File: config.mk
export PLATFORM = sky130hd
export DESIGN_NAME = mem_port_arbiter_flat
export DESIGN_NICKNAME = d
export VERILOG_FILES = /design/src/rtl/mem_port_arbiter_if.sv /design/src/rtl/mem_port_arbiter.sv /design/src/flat_wrapper.sv
export SDC_FILE = /design/constraint.sdc
export NUM_CORES = 1
export LEC_CHECK = 0
export ABC_AREA = 1
export BUFFER_PORTS_ARGS = -buffer_cell sky130_fd_sc_hd__buf_2
export CELL_PAD_IN_SITES_DETAIL_PLACEMENT = 1
export CELL_PAD_IN_SITES_GLOBAL_PLACEMENT = 1
export CORE_UTILIZATION = 27
export DETAILED_ROUTE_END_ITERATION = 6
export PLACE_DENSITY = 0.84
export SYNTH_ARGS = -nofsm -noshare
export SYNTH_HDL_FRONTEND = slang
export SYNTH_SLANG_ARGS = --single-unit
File: constraint.sdc
create_clock -name CLK -period 1.99 [get_ports CLK]
set_clock_uncertainty 0.2 [all_clocks]
set_input_delay 0.398 -clock CLK [delete_from_list [all_inputs] [get_ports CLK]]
set_output_delay 0.398 -clock CLK [all_outputs]
set_load 0.1 [all_outputs]
File: src/rtl/mem_port_arbiter_if.sv
// Handshake bundle between the fetch/data requesters, the arbiter and the memory macro.
// The arbiter uses the slave modport; the requester/memory side uses master.
interface mem_port_arbiter_if #(
   parameter int ADDR_W = 32,
   parameter int DATA_W = 32
);
   logic              if_req;
   logic [ADDR_W-1:0] if_addr;
   logic              if_ack;
   logic [DATA_W-1:0] if_rdata;

   logic              dm_req;
   logic              dm_we;
   logic [ADDR_W-1:0] dm_addr;
   logic [DATA_W-1:0] dm_wdata;
   logic              dm_ack;
   logic [DATA_W-1:0] dm_rdata;

   logic              mem_en;
   logic              mem_we;
   logic [ADDR_W-1:0] mem_addr;
   logic [DATA_W-1:0] mem_wdata;
   logic [DATA_W-1:0] mem_rdata;

   logic              pipe_stall;

   modport slave (
      input  if_req, if_addr, dm_req, dm_we, dm_addr, dm_wdata, mem_rdata,
      output if_ack, if_rdata, dm_ack, dm_rdata,
      output mem_en, mem_we, mem_addr, mem_wdata, pipe_stall
   );

   modport master (
      output if_req, if_addr, dm_req, dm_we, dm_addr, dm_wdata, mem_rdata,
      input  if_ack, if_rdata, dm_ack, dm_rdata,
      input  mem_en, mem_we, mem_addr, mem_wdata, pipe_stall
   );
endinterface

File: src/rtl/mem_port_arbiter.sv
// Single-port memory arbiter for IF (fetch) and MEM (load/store) with fixed access latency.
// Optional fetch anti-starvation is enabled by defining ARB_ANTISTARVE_EN.
//
// state  | meaning
// IDLE   | no access in flight; arbitrate (data before fetch)
// BUSY_I | fetch access on the memory port, cnt counts down to ack
// BUSY_D | data access on the memory port, cnt counts down to ack
module mem_port_arbiter #(
   parameter int ADDR_W     = 32,
   parameter int DATA_W     = 32,
   parameter int MEM_LAT    = 2,
   parameter int STARVE_MAX = 4
) (
   input logic                CLK,
   input logic                RESET,
   mem_port_arbiter_if.slave  bus
);

   localparam int CNT_W = (MEM_LAT > 1) ? $clog2(MEM_LAT) : 1;
   localparam logic [CNT_W-1:0] LAT_M1 = CNT_W'(MEM_LAT - 1);

   if (MEM_LAT < 1 || STARVE_MAX < 1) begin : g_bad_param
      $error("mem_port_arbiter: MEM_LAT and STARVE_MAX must be >= 1");
   end

   typedef enum logic [1:0] {
      IDLE   = 2'd0,
      BUSY_I = 2'd1,
      BUSY_D = 2'd2
   } state_t;

   state_t            state;
   logic [CNT_W-1:0]  cnt;
   logic              mem_en_q;
   logic              mem_we_q;
   logic [ADDR_W-1:0] mem_addr_q;
   logic [DATA_W-1:0] mem_wdata_q;

   logic grant_d;
   logic last_cycle;
   logic if_ack_c;
   logic dm_ack_c;

`ifdef ARB_ANTISTARVE_EN
   localparam int SW = $clog2(STARVE_MAX + 1);
   localparam logic [SW-1:0] STARVE_LIM = SW'(STARVE_MAX);

   logic [SW-1:0] starve_cnt;
   logic          force_fetch;

   assign force_fetch = bus.if_req && bus.dm_req && (starve_cnt == STARVE_LIM);
   assign grant_d     = bus.dm_req && !force_fetch;

   // Counts data grants that bypassed a waiting fetch; any other grant resets it.
   always_ff @(posedge CLK or negedge RESET) begin
      if (!RESET) begin
         starve_cnt <= '0;
      end else if (state == IDLE) begin
         if (grant_d && bus.if_req) begin
            if (starve_cnt != STARVE_LIM) starve_cnt <= starve_cnt + 1'b1;
         end else if (grant_d || bus.if_req) begin
            starve_cnt <= '0;
         end
      end
   end
`else
   assign grant_d = bus.dm_req;
`endif

   always_ff @(posedge CLK or negedge RESET) begin
      if (!RESET) begin
         state       <= IDLE;
         cnt         <= '0;
         mem_en_q    <= 1'b0;
         mem_we_q    <= 1'b0;
         mem_addr_q  <= '0;
         mem_wdata_q <= '0;
      end else begin
         case (state)
            IDLE: begin
               if (grant_d) begin
                  state       <= BUSY_D;
                  cnt         <= LAT_M1;
                  mem_en_q    <= 1'b1;
                  mem_we_q    <= bus.dm_we;
                  mem_addr_q  <= bus.dm_addr;
                  mem_wdata_q <= bus.dm_wdata;
               end else if (bus.if_req) begin
                  state       <= BUSY_I;
                  cnt         <= LAT_M1;
                  mem_en_q    <= 1'b1;
                  mem_we_q    <= 1'b0;
                  mem_addr_q  <= bus.if_addr;
                  mem_wdata_q <= '0;
               end
            end
            BUSY_I, BUSY_D: begin
               if (cnt == '0) begin
                  state       <= IDLE;
                  mem_en_q    <= 1'b0;
                  mem_we_q    <= 1'b0;
                  mem_addr_q  <= '0;
                  mem_wdata_q <= '0;
               end else begin
                  cnt <= cnt - 1'b1;
               end
            end
            default: begin
               state       <= IDLE;
               cnt         <= '0;
               mem_en_q    <= 1'b0;
               mem_we_q    <= 1'b0;
               mem_addr_q  <= '0;
               mem_wdata_q <= '0;
            end
         endcase
      end
   end

   // Acks fire in the final access cycle so the requester can re-arm at the next edge.
   assign last_cycle = (cnt == '0);
   assign if_ack_c   = (state == BUSY_I) && last_cycle;
   assign dm_ack_c   = (state == BUSY_D) && last_cycle;

   assign bus.if_ack    = if_ack_c;
   assign bus.dm_ack    = dm_ack_c;
   assign bus.if_rdata  = if_ack_c ? bus.mem_rdata : '0;
   assign bus.dm_rdata  = (dm_ack_c && !mem_we_q) ? bus.mem_rdata : '0;

   assign bus.mem_en    = mem_en_q;
   assign bus.mem_we    = mem_we_q;
   assign bus.mem_addr  = mem_addr_q;
   assign bus.mem_wdata = mem_wdata_q;

   assign bus.pipe_stall = (bus.if_req & ~if_ack_c) | (bus.dm_req & ~dm_ack_c);

endmodule

File: src/flat_wrapper.sv
// flat-port wrapper written by rule: the top's interface ports become plain ports
module mem_port_arbiter_flat 
#(
   parameter int ADDR_W     = 32,
   parameter int DATA_W     = 32,
   parameter int MEM_LAT    = 2,
   parameter int STARVE_MAX = 4
)
  (CLK, RESET, bus_if_req, bus_if_addr, bus_dm_req, bus_dm_we, bus_dm_addr, bus_dm_wdata, bus_mem_rdata, bus_if_ack, bus_if_rdata, bus_dm_ack, bus_dm_rdata, bus_mem_en, bus_mem_we, bus_mem_addr, bus_mem_wdata, bus_pipe_stall);
  mem_port_arbiter_if #(.ADDR_W(ADDR_W), .DATA_W(DATA_W)) bus_i ();
  input logic CLK;
  input logic RESET;
  input wire logic [$bits(bus_i.if_req)-1:0] bus_if_req;
  input wire logic [$bits(bus_i.if_addr)-1:0] bus_if_addr;
  input wire logic [$bits(bus_i.dm_req)-1:0] bus_dm_req;
  input wire logic [$bits(bus_i.dm_we)-1:0] bus_dm_we;
  input wire logic [$bits(bus_i.dm_addr)-1:0] bus_dm_addr;
  input wire logic [$bits(bus_i.dm_wdata)-1:0] bus_dm_wdata;
  input wire logic [$bits(bus_i.mem_rdata)-1:0] bus_mem_rdata;
  output wire logic [$bits(bus_i.if_ack)-1:0] bus_if_ack;
  output wire logic [$bits(bus_i.if_rdata)-1:0] bus_if_rdata;
  output wire logic [$bits(bus_i.dm_ack)-1:0] bus_dm_ack;
  output wire logic [$bits(bus_i.dm_rdata)-1:0] bus_dm_rdata;
  output wire logic [$bits(bus_i.mem_en)-1:0] bus_mem_en;
  output wire logic [$bits(bus_i.mem_we)-1:0] bus_mem_we;
  output wire logic [$bits(bus_i.mem_addr)-1:0] bus_mem_addr;
  output wire logic [$bits(bus_i.mem_wdata)-1:0] bus_mem_wdata;
  output wire logic [$bits(bus_i.pipe_stall)-1:0] bus_pipe_stall;
  assign bus_i.if_req = bus_if_req;
  assign bus_i.if_addr = bus_if_addr;
  assign bus_i.dm_req = bus_dm_req;
  assign bus_i.dm_we = bus_dm_we;
  assign bus_i.dm_addr = bus_dm_addr;
  assign bus_i.dm_wdata = bus_dm_wdata;
  assign bus_i.mem_rdata = bus_mem_rdata;
  assign bus_if_ack = bus_i.if_ack;
  assign bus_if_rdata = bus_i.if_rdata;
  assign bus_dm_ack = bus_i.dm_ack;
  assign bus_dm_rdata = bus_i.dm_rdata;
  assign bus_mem_en = bus_i.mem_en;
  assign bus_mem_we = bus_i.mem_we;
  assign bus_mem_addr = bus_i.mem_addr;
  assign bus_mem_wdata = bus_i.mem_wdata;
  assign bus_pipe_stall = bus_i.pipe_stall;
  mem_port_arbiter #(.ADDR_W(ADDR_W), .DATA_W(DATA_W), .MEM_LAT(MEM_LAT), .STARVE_MAX(STARVE_MAX)) u_core (.CLK(CLK), .RESET(RESET), .bus(bus_i));
endmodule
==> impl_metrics.yaml, run 1 <==
finish:
  drive_above_1_share_pct: 45.22
  multiInputGateArea_sq_um: 2268
  final_core_util_pct: 53.26
  areaGrowthSynthToFinish_pct: 90.41
  layout.nets: 991
  final-seq-area_sq_um: 1727
  fillers: 1683
power_and_ir_drop:
  p_int_w: 0.005411
  power_density_nw_per_um2: 1942
  pwr-share-clk_pct: 9.8
  net-switching-power_w: 0.009116
  p_leak_nw: 4.105
  power.switching_fraction_pct: 62.75
  power.share.combinational_pct: 74.6
  power_frac_seq_pct: 15.6
  peakVddDrop_v: 0.001339
cts:
  clk_latency_ns: 0.32
  clock_path_buffers: 2
  clk_transition_reported_paths_ns: 0.06
  cts-root-buf: "sky130_fd_sc_hd__clkbuf_16"
  cts-buffers-inserted: 9
  clock_sinks: 69
  htree_num_levels: 3
  tritoncts: "yes"
placed_design:
  port_buffers: 265
  detailed_place_hpwl_microns: 12430
  detailedPlace.worstSlack_ns: -0.04195
  gp_routability_congestion: 0.8052
timing:
  fmaxAchievable_mhz: 432.8
  fin_ws_ns: -0.3204
  maxSlewHeadroom_pct: 65.69
  period_minus_slack_ns: 2.310
  hold_ws_ns: 0.1057
  rsz0062_at_grt: "true"
  timing.final.setup_violations: 67
  finalCritPeriodShare_pct: 116.1
  max_slew.worst_pin.slew_ns: 0.5183
  slew_viol_final: 0
  finalHoldViolCount: 0
floorplan:
  num_rows: 43
  die_w_microns: 122.6
  design.portCount: 266
  floorplan.die.height_microns: 122.6
  core-area_sq_um: 14040
  floorplan.initialDensity_pct: 27.97
  die_area_sq_um: 15030
synth:
  netlist_instances: 587
  synth.top_cell.area_share_pct: 43.96
  mappedNetlistArea_sq_um: 3928
  synth.yosys.seq_area_share_pct: 43.96
  ys_seq_elements: 69
  synth.distinct_cells: 18
  post_syn_nets: 724
  synth_top_cell_by_area: "sky130_fd_sc_hd__dfrtp_1"
  syn-mean-instance-area_sq_um: 6.691
  synthTopCellsByArea: "sky130_fd_sc_hd__dfrtp_1, sky130_fd_sc_hd__nand2_1, sky130_fd_sc_hd__nand3_1, sky130_fd_sc_hd__nor2_1, sky130_fd_sc_hd__inv_1"
  synthesis.yosys.warnings: 0
global_route:
  gr-usage-met1_pct: 24.22
  grt_util_met3_pct: 5.623
  first_global_vias: 4855
  met2_usage_grt_pct: 37.92
  global_route.peak_usage_layer: "met2"
  grt_first_pass_wirelength_microns: 24810
  grt-ovfl-total: 0
  antenna_found_initial: 1
  grt.total_usage_pct: 21.24
  grt_max_degree: 66
detailed_routing:
  avgViaCountPerCell: 4.584
  dr_total_vias: 4763
  wire_length_per_cell_after_detailed_routing_microns: 15.51
  routed_wl_microns: 16120
  drt-initial-drc-count: 140
  post-route-drc-count: 0
  detailedRoute.firstPassIterationCount: 4
  route.antenna.remaining_nets: 0
setup_path:
  cp.arrival_ns: 1.71
  critPathSlowestCell: "sky130_fd_sc_hd__dfrtp_1"
  setup.reg_to_reg.worst_slack_ns: 0.11
  regToRegStartpoint: "u_core.state[0]"
  timing.critical_path.fanout_max: 17
  crit_path_start_kind: "flop"
  cp-end-kind: "output port"
  critical_path_class: "reg -> out"
  crit_path_cell_trace: "inv_1, ha_1, inv_1, nor2_4, inv_4, buf_12, nor2_4, buf_12"
  critical-path-max-stage-delay_ns: 0.39
  worst_path_required_time_ns: 1.39
  ff2ff_path_depth: 10
  cp.buffers_inverters: 5
  capturing_point_of_the_worst_reg2reg_path: "u_core.bus.mem_addr[6]"
  crit_family: "buffers and inverters"
hold_path:
  hold_class: "in -> reg"
  worstHoldPathCells: 3
  hold_start: "bus_dm_wdata[23]"
  hold_path_end: "u_core.bus.mem_wdata[23]"
status:
  outcome: "finished, violations left"
  failed_checks: "setup timing"
job:
  drv_cap: 0
==> power groups by stage <==
stage               registers, W  clock network (W)  logic (W)
finish                   0.00226            0.00142     0.0108
floorplan                0.00585                  0    0.00436
CTS                      0.00227            0.00147     0.0107
detailed placement       0.00228                  0     0.0107
global placement         0.00225                  0     0.0105
global route             0.00232            0.00154     0.0113
==> repair_timing <==
item | CTS | global route
gates resized for setup | 1 | 6
endpoints found under the setup margin | 67 | 92
hold endpoints to repair | 25 | 0
buffers inserted | 4 | 1
hold buffers | 1 | 0
gates cloned | 0 | 2
pin swaps | 4 | 1
==> sequential cells by signal (all words and copies together), names as in the netlist <==
signal                flops
u_core.bus.mem_addr      32
u_core.bus.mem_wdata     32
u_core.state              2
u_core.bus.mem_en         1
u_core.bus.mem_we         1
u_core.cnt                1
==> synthesized netlist by cell type, drive strengths merged <==
library cell	number
clkinv	1
dfrtp	69
buf	29
o21ai	1
nand2	207
ha	4
nor2	95
clkbuf	11
inv	68
nand3	99
a21oi	3
==> tightest hold or removal path: cells and delay by family <==
family,cells,cell delay (ns)
buffers and inverters,1,0.08
and+or+nand+nor,2,0.12
==> kinds of logic (layout without fill, tap and decap cells) <==
| group | count (synthesis) | after routing | share of synthesized area (%) |
|---|---|---|---|
| other | 0 | 1 | 0 |
| buffers and inverters | 109 | 380 | 12.07 |
| AND/OR/NAND/NOR | 401 | 401 | 42.08 |
| flip-flops | 69 | 69 | 43.96 |
| adder cells (fa/ha/maj) | 4 | 4 | 1.274 |
| AO/OA/AOI/OAI | 4 | 4 | 0.6052 |
==> final cells by class <==
type / instances / area share, %
Multi-Input combinational cell: 409 / 30.33
Sequential cell: 69 / 23.09
Inverter: 69 / 3.547
Timing Repair Buffer: 296 / 36.51
Antenna cell: 1 / 0.03346
Tap cell: 180 / 3.012
Clock buffer: 13 / 3.346
Clock inverter: 2 / 0.1338
==> metrics by stage <==
stage	cell area (sq um)	TNS [ns]	instances	power [W]
finish	7478	-19.62	1039	0.01453
global route	7478	-25.33	1039	0.01521
CTS	7390	-19.13	1035	0.01447
detailed placement	7082	-0.7510	1015	0.01294
global placement	7082	0	1015	0.01274
floorplan	4518	-41.92	587	0.01021
==> placed cells by master (no fill, tap or decap) <==
master / count
sky130_fd_sc_hd__nand2_1: 202
sky130_fd_sc_hd__buf_2: 197
sky130_fd_sc_hd__nand3_1: 99
sky130_fd_sc_hd__buf_12: 77
sky130_fd_sc_hd__dfrtp_1: 69
sky130_fd_sc_hd__nor2_4: 66
sky130_fd_sc_hd__inv_1: 63
sky130_fd_sc_hd__nor2_1: 28
sky130_fd_sc_hd__buf_4: 19
sky130_fd_sc_hd__clkbuf_16: 11
sky130_fd_sc_hd__nand2_2: 4
sky130_fd_sc_hd__inv_2: 3
sky130_fd_sc_hd__clkbuf_1: 3
sky130_fd_sc_hd__a21oi_1: 2
sky130_fd_sc_hd__ha_4: 2
sky130_fd_sc_hd__ha_1: 2
sky130_fd_sc_hd__clkinv_2: 2
sky130_fd_sc_hd__diode_2: 1
sky130_fd_sc_hd__inv_4: 1
sky130_fd_sc_hd__nand2_4: 1
sky130_fd_sc_hd__clkinv_1: 1
sky130_fd_sc_hd__o21ai_4: 1
sky130_fd_sc_hd__nor2_8: 1
sky130_fd_sc_hd__clkinvlp_4: 1
sky130_fd_sc_hd__a21oi_2: 1
sky130_fd_sc_hd__clkbuf_8: 1
sky130_fd_sc_hd__dlygate4sd3_1: 1
==> worst max path at each step <==
| stage | from | to | slack [ns] | depth (start not counted) |
|---|---|---|---|---|
| after floorplan | u_core.state[0] | bus_dm_rdata[10] | -0.68 | 7 |
| after global placement | u_core.state[1] | bus_if_rdata[21] | 0.03 | 8 |
| after detailed placement | u_core.state[1] | bus_if_rdata[21] | -0.04 | 8 |
| after CTS | u_core.state[1] | bus_dm_rdata[10] | -0.32 | 8 |
| after global routing | u_core.state[1] | bus_if_rdata[10] | -0.41 | 8 |
| final | u_core.state[1] | bus_if_rdata[27] | -0.32 | 8 |
==> layer usage <==
layer | wire length [microns] | share of wire (%)
met5 | 0 | 0
met3 | 1104 | 6.9
met2 | 8431 | 52
met1 | 6211 | 39
met4 | 368 | 2.3
(Power assumes the default switching activity.)
==> run 2, diff against run 1 <==
--- a/config.mk
+++ b/config.mk
@@ -12,6 +12,7 @@
 export CORE_UTILIZATION = 27
 export DETAILED_ROUTE_END_ITERATION = 6
 export PLACE_DENSITY = 0.84
+export RECOVER_POWER = 50
 export SYNTH_ARGS = -nofsm -noshare
 export SYNTH_HDL_FRONTEND = slang
 export SYNTH_SLANG_ARGS = --single-unit
==> impl_metrics.yaml, run 2 (synthesis gave the netlist of run 1 again) <==
job:
  drv_cap: 0
finish:
  most-common-layout-cells: "sky130_fd_sc_hd__nand2_1, sky130_fd_sc_hd__buf_2, sky130_fd_sc_hd__nand3_1, sky130_fd_sc_hd__buf_12, sky130_fd_sc_hd__dfrtp_1"
  drive_above_1_share_pct: 45.22
  fillers: 1683
  areaGrowthSynthToFinish_pct: 90.12
  mostFrequentLayoutCell: "sky130_fd_sc_hd__nand2_1"
  layout.nets: 991
setup_path:
  crit_path_start_kind: "flop"
  cp.arrival_ns: 1.71
  cp-end-kind: "output port"
  regToRegStartpoint: "u_core.state[0]"
  cp-startpoint: "u_core.state[1]"
  timing.critical_path.fanout_max: 17
  critical_path_class: "reg -> out"
  worst_path_required_time_ns: 1.39
floorplan:
  die_area_sq_um: 15030
  num_rows: 43
  floorplan.initialDensity_pct: 27.97
  floorplan.die.height_microns: 122.6
  die_w_microns: 122.6
  design.portCount: 266
  core-area_sq_um: 14040
cts:
  cts-root-buf: "sky130_fd_sc_hd__clkbuf_16"
  clock_sinks: 69
  clk_transition_reported_paths_ns: 0.06
  tritoncts: "yes"
  htree_num_levels: 3
  clock_path_buffers: 2
  clk_latency_ns: 0.32
  cts-buffers-inserted: 9
power_and_ir_drop:
  power_density_nw_per_um2: 1945
  power.share.combinational_pct: 74.5
  power.switching_fraction_pct: 62.82
  p_leak_nw: 4.082
  peakVddDrop_v: 0.001338
  power_w: 0.01452
  net-switching-power_w: 0.009122
  power_frac_seq_pct: 15.6
  pwr-share-clk_pct: 9.8
  p_int_w: 0.005398
timing:
  fmaxAchievable_mhz: 432.5
  rsz0062_at_grt: "true"
  fin_ws_ns: -0.3221
  finalHoldViolCount: 0
  timing.final.setup_violations: 67
  finalCritPeriodShare_pct: 116.2
  max_slew.worst_pin.slew_ns: 0.6826
  slew_viol_final: 0
  maxSlewHeadroom_pct: 54.49
  period_minus_slack_ns: 2.312
placed_design:
  gp_routability_congestion: 0.8052
  detailedPlace.worstSlack_ns: -0.04195
  port_buffers: 265
  detailed_place_hpwl_microns: 12430
global_route:
  grt_first_pass_wirelength_microns: 24810
  grt.total_usage_pct: 21.24
  grt_max_degree: 66
  first_global_vias: 4855
  grt-ovfl-total: 0
  antenna_found_initial: 1
hold_path:
  hold_start: "bus_dm_wdata[23]"
  hold_class: "in -> reg"
detailed_routing:
  route.antenna.remaining_nets: 0
  routed_wl_microns: 16130
  detailedRoute.firstPassIterationCount: 4
  post-route-drc-count: 0
  wire_length_per_cell_after_detailed_routing_microns: 15.52
  dr_total_vias: 4759
  avgViaCountPerCell: 4.580
  drt-initial-drc-count: 132
status:
  failed_checks: "setup timing"
  outcome: "finished, violations left"
[run 2: cell count changes in the layout (fill, tap and decap cells not counted)]
cell / delta
sky130_fd_sc_hd__buf_2: -33
sky130_fd_sc_hd__clkbuf_2: +34
sky130_fd_sc_hd__buf_4: -1
sky130_fd_sc_hd__buf_6: +1
sky130_fd_sc_hd__buf_12: -1
[run 2: power by group through the flow]
stage | clock network, W | logic (W) | registers (W)
after floorplan | 0 | 0.00436 | 0.00585
after global placement | 0 | 0.0105 | 0.00225
after detailed placement | 0 | 0.0107 | 0.00228
after CTS | 0.00147 | 0.0107 | 0.00227
after global routing | 0.00154 | 0.0113 | 0.00233
final | 0.00143 | 0.0108 | 0.00227
[run 2: worst paths after layout]
kind / to / slack [ns] / cells after the start
worst max-delay path: bus_if_rdata[27] / -0.32 / 8
worst min-delay path: u_core.bus.mem_wdata[23] / 0.10 / 3
worst max register to register: u_core.bus.mem_addr[6] / 0.12 / 10
worst min register to register: u_core.bus.mem_wdata[3] / 0.27 / 2
max in group asynchronous: u_core.bus.mem_wdata[13] / 0.29 / 3
min in group asynchronous: u_core.bus.mem_addr[8] / 0.46 / 2
[run 2: routing by layer]
metal	track usage (%)	part of all wire, %	wire length [microns]
met1	24.22	38	6182
met5	0	0	0
met4	7.470	2.3	368
met3	5.623	6.9	1112
met2	37.92	52	8465
[run 2: layout make-up]
type	count	area, sq um	share of cell area (%)
clock buffer	13	250.2	3.351
antenna	1	2.502	0.03351
inverter	69	265.3	3.552
multi-input combinational	409	2268	30.38
sequential	69	1727	23.12
tap	180	225.2	3.016
clock inverter	2	10.01	0.1340
timing repair buffer	296	2719	36.41
[run 2: repair_timing]
action / 4_1_cts / 5_1_grt
pin swaps: 4 / 1
resized for setup: 1 / 6
hold buffers: 1 / 0
buffers inserted: 4 / 1
cloned: 0 / 2
endpoints found under the hold margin: 25 / 0
setup endpoints to repair: 67 / 92
[run 2: stage by stage]
stage / area [sq um] / utilization (%) / std cells / TNS [ns] / hold slack [ns]
after floorplan: 4518 / - / 587 / -41.92 / -0.09759
after global placement: 7082 / 50.43 / 1015 / 0 / 0.1355
after detailed placement: 7082 / 50.43 / 1015 / -0.7510 / 0.1344
after CTS: 7390 / 52.62 / 1035 / -19.13 / 0.09816
after global routing: 7467 / 53.18 / 1039 / -25.33 / 0.1125
final: 7467 / 53.18 / 1039 / -19.73 / 0.1044
[run 2: critical path: stages (launching register included)]
cell	delay, ns
sky130_fd_sc_hd__dfrtp_1	0.39
sky130_fd_sc_hd__inv_1	0.10
sky130_fd_sc_hd__ha_1	0.15
sky130_fd_sc_hd__inv_1	0.07
sky130_fd_sc_hd__nor2_4	0.12
sky130_fd_sc_hd__inv_4	0.07
sky130_fd_sc_hd__buf_12	0.17
sky130_fd_sc_hd__nor2_4	0.13
sky130_fd_sc_hd__buf_12	0.18
==> run 3, diff against run 2 <==
--- a/config.mk
+++ b/config.mk
@@ -6,7 +6,7 @@
 export NUM_CORES = 1
 export LEC_CHECK = 0
 export ABC_AREA = 1
-export BUFFER_PORTS_ARGS = -buffer_cell sky130_fd_sc_hd__buf_2
+export BUFFER_PORTS_ARGS = -buffer_cell sky130_fd_sc_hd__buf_4
 export CELL_PAD_IN_SITES_DETAIL_PLACEMENT = 1
 export CELL_PAD_IN_SITES_GLOBAL_PLACEMENT = 1
 export CORE_UTILIZATION = 27
==> impl_metrics.yaml, run 3 (synthesis gave the netlist of run 1 again) <==
status:
  outcome: "finished, violations left"
  failed_checks: "setup timing"
timing:
  fin_ws_ns: -0.4020
  maxSlewHeadroom_pct: 58.26
  slew_viol_final: 0
  timing.final.setup_violations: 67
  rsz0062_at_grt: "true"
  finalCritPeriodShare_pct: 120.2
  finalHoldViolCount: 0
  fin_tns_setup_ns: -22.72
  period_minus_slack_ns: 2.392
  max_slew.worst_pin.slew_ns: 0.6261
  fmaxAchievable_mhz: 418.1
setup_path:
  capturing_point_of_the_worst_reg2reg_path: "u_core.bus.mem_addr[30]"
  cp-startpoint: "u_core.state[1]"
  regToRegStartpoint: "u_core.state[0]"
  cp.buffers_inverters: 4
  ff2ff_path_depth: 9
  critical_path_class: "reg -> out"
  timing.critical_path.depth: 8
  critPathSlowestCell: "sky130_fd_sc_hd__dfrtp_1"
  crit_path_start_kind: "flop"
  crit_path_cell_trace: "buf_4, ha_4, inv_2, nor2_4, nand2_4, buf_12, nor2_4, buf_12"
  cp.arrival_ns: 1.79
  worst_path_required_time_ns: 1.39
  cp-end-kind: "output port"
  setup.reg_to_reg.worst_slack_ns: 0.18
  critical-path-max-stage-delay_ns: 0.37
  crit_family: "buffers and inverters"
  critical_path.endpoint: "bus_dm_rdata[6]"
  timing.critical_path.fanout_max: 13
detailed_routing:
  detailedRoute.firstPassIterationCount: 4
  route.antenna.remaining_nets: 0
  avgViaCountPerCell: 4.702
  routed_wl_microns: 19060
  wire_length_per_cell_after_detailed_routing_microns: 18.37
  drt-initial-drc-count: 193
  dr_total_vias: 4881
  post-route-drc-count: 0
finish:
  fillers: 1627
  multiInputGateArea_sq_um: 2266
  mostFrequentLayoutCell: "sky130_fd_sc_hd__nand2_1"
  drive_above_1_share_pct: 44.64
  final_core_util_pct: 55.90
  layout.nets: 990
  final-seq-area_sq_um: 1727
  most-common-layout-cells: "sky130_fd_sc_hd__nand2_1, sky130_fd_sc_hd__buf_4, sky130_fd_sc_hd__nand3_1, sky130_fd_sc_hd__buf_12, sky130_fd_sc_hd__dfrtp_1"
  total_inserted_antenna_cells: 0
  areaGrowthSynthToFinish_pct: 99.87
power_and_ir_drop:
  p_int_w: 0.005570
  power_density_nw_per_um2: 1900
  peakVddDrop_v: 0.001551
  p_leak_nw: 4.197
  pwr-share-clk_pct: 9.5
  power_frac_seq_pct: 15.4
  net-switching-power_w: 0.009348
  power_w: 0.01492
  power.switching_fraction_pct: 62.66
  power.share.combinational_pct: 75.1
floorplan:
  core-area_sq_um: 14040
  num_rows: 43
  floorplan.die.height_microns: 122.6
  die_w_microns: 122.6
  design.portCount: 266
  floorplan.initialDensity_pct: 27.97
  die_area_sq_um: 15030
global_route:
  grt.total_usage_pct: 25.43
  first_global_vias: 5064
  grt-ovfl-total: 0
  grt_first_pass_wirelength_microns: 29020
  grt_max_degree: 47
  antenna_found_initial: 0
job:
  drv_cap: 0
cts:
  cts-buffers-inserted: 9
  tritoncts: "yes"
  clk_transition_reported_paths_ns: 0.06
  clock_sinks: 69
  cts-root-buf: "sky130_fd_sc_hd__clkbuf_16"
  clk_latency_ns: 0.32
  clock_path_buffers: 2
  htree_num_levels: 3
placed_design:
  gp_routability_congestion: 0.7375
  detailed_place_hpwl_microns: 11730
  port_buffers: 265
hold_path:
  hold_class: "in -> reg"
[run 3: cell count changes in the layout (fill, tap and decap cells not counted), sizes merged]
cell and change:
clkbuf +1, buf -1, diode -1, clkinvlp -1, inv +1
[run 3: layout make-up]
cell class	instances	share of cell area, %
timing repair buffer	295	39.67
inverter	69	3.363
multi-input combinational	409	28.87
tap	180	2.869
clock buffer	14	3.108
clock inverter	2	0.1275
sequential	69	22.00
[run 3: timing repair]
| item | 4_1_cts | 5_1_grt |
|---|---|---|
| cloned | 2 | 0 |
| pin swaps | 4 | 1 |
| buffers inserted | 2 | 2 |
| hold buffers | 1 | 0 |
| hold endpoints to repair | 69 | 0 |
| endpoints found under the setup margin | 67 | 73 |
| resized for setup | 206 | 2 |
[run 3: worst min-delay path by stage]
stage,from,cells after the start,endpoint
floorplan,RESET,0,u_core.bus.mem_addr[0]
global placement,RESET,1,u_core.bus.mem_addr[8]
detailed placement,RESET,1,u_core.bus.mem_addr[8]
CTS,bus_dm_wdata[23],3,u_core.bus.mem_wdata[23]
global route,bus_dm_wdata[21],3,u_core.bus.mem_wdata[21]
finish,bus_dm_wdata[20],3,u_core.bus.mem_wdata[20]
[run 3: metal layers]
metal  up-vias  track usage (%)  routed length, microns
met5         -                0                       0
met4         0            8.308                     442
met3        35            6.784                    1497
met2       198            43.96                    9698
met1      2342            30.42                    7425
li1       2306                -                       -
[run 3: power by group through the flow]
stage          Clock, W  Sequential [W]  Combinational [W]
3_3_place_gp          0         0.00227             0.0102
4_1_cts         0.00145         0.00228             0.0112
3_5_place_dp          0         0.00229             0.0103
6_report        0.00142         0.00230             0.0112
5_1_grt         0.00152         0.00236             0.0117
2_1_floorplan         0         0.00585            0.00436
[run 3: per-stage QoR]
step	setup WS, ns	instance area [sq um]	cells	hold WS, ns
after detailed placement	-0.08911	6736	1015	0.03035
after floorplan	-0.6842	4518	587	-0.09759
after global placement	-0.04433	6736	1015	0.02572
after global routing	-0.4515	7850	1038	0.09597
final	-0.4020	7850	1038	0.1037
after CTS	-0.3213	7923	1036	0.09643
[run 3: worst min-delay path, cell delays in order]
cell                      delay [ns]
sky130_fd_sc_hd__buf_4          0.08
sky130_fd_sc_hd__nand3_1        0.06
sky130_fd_sc_hd__nand2_1        0.06
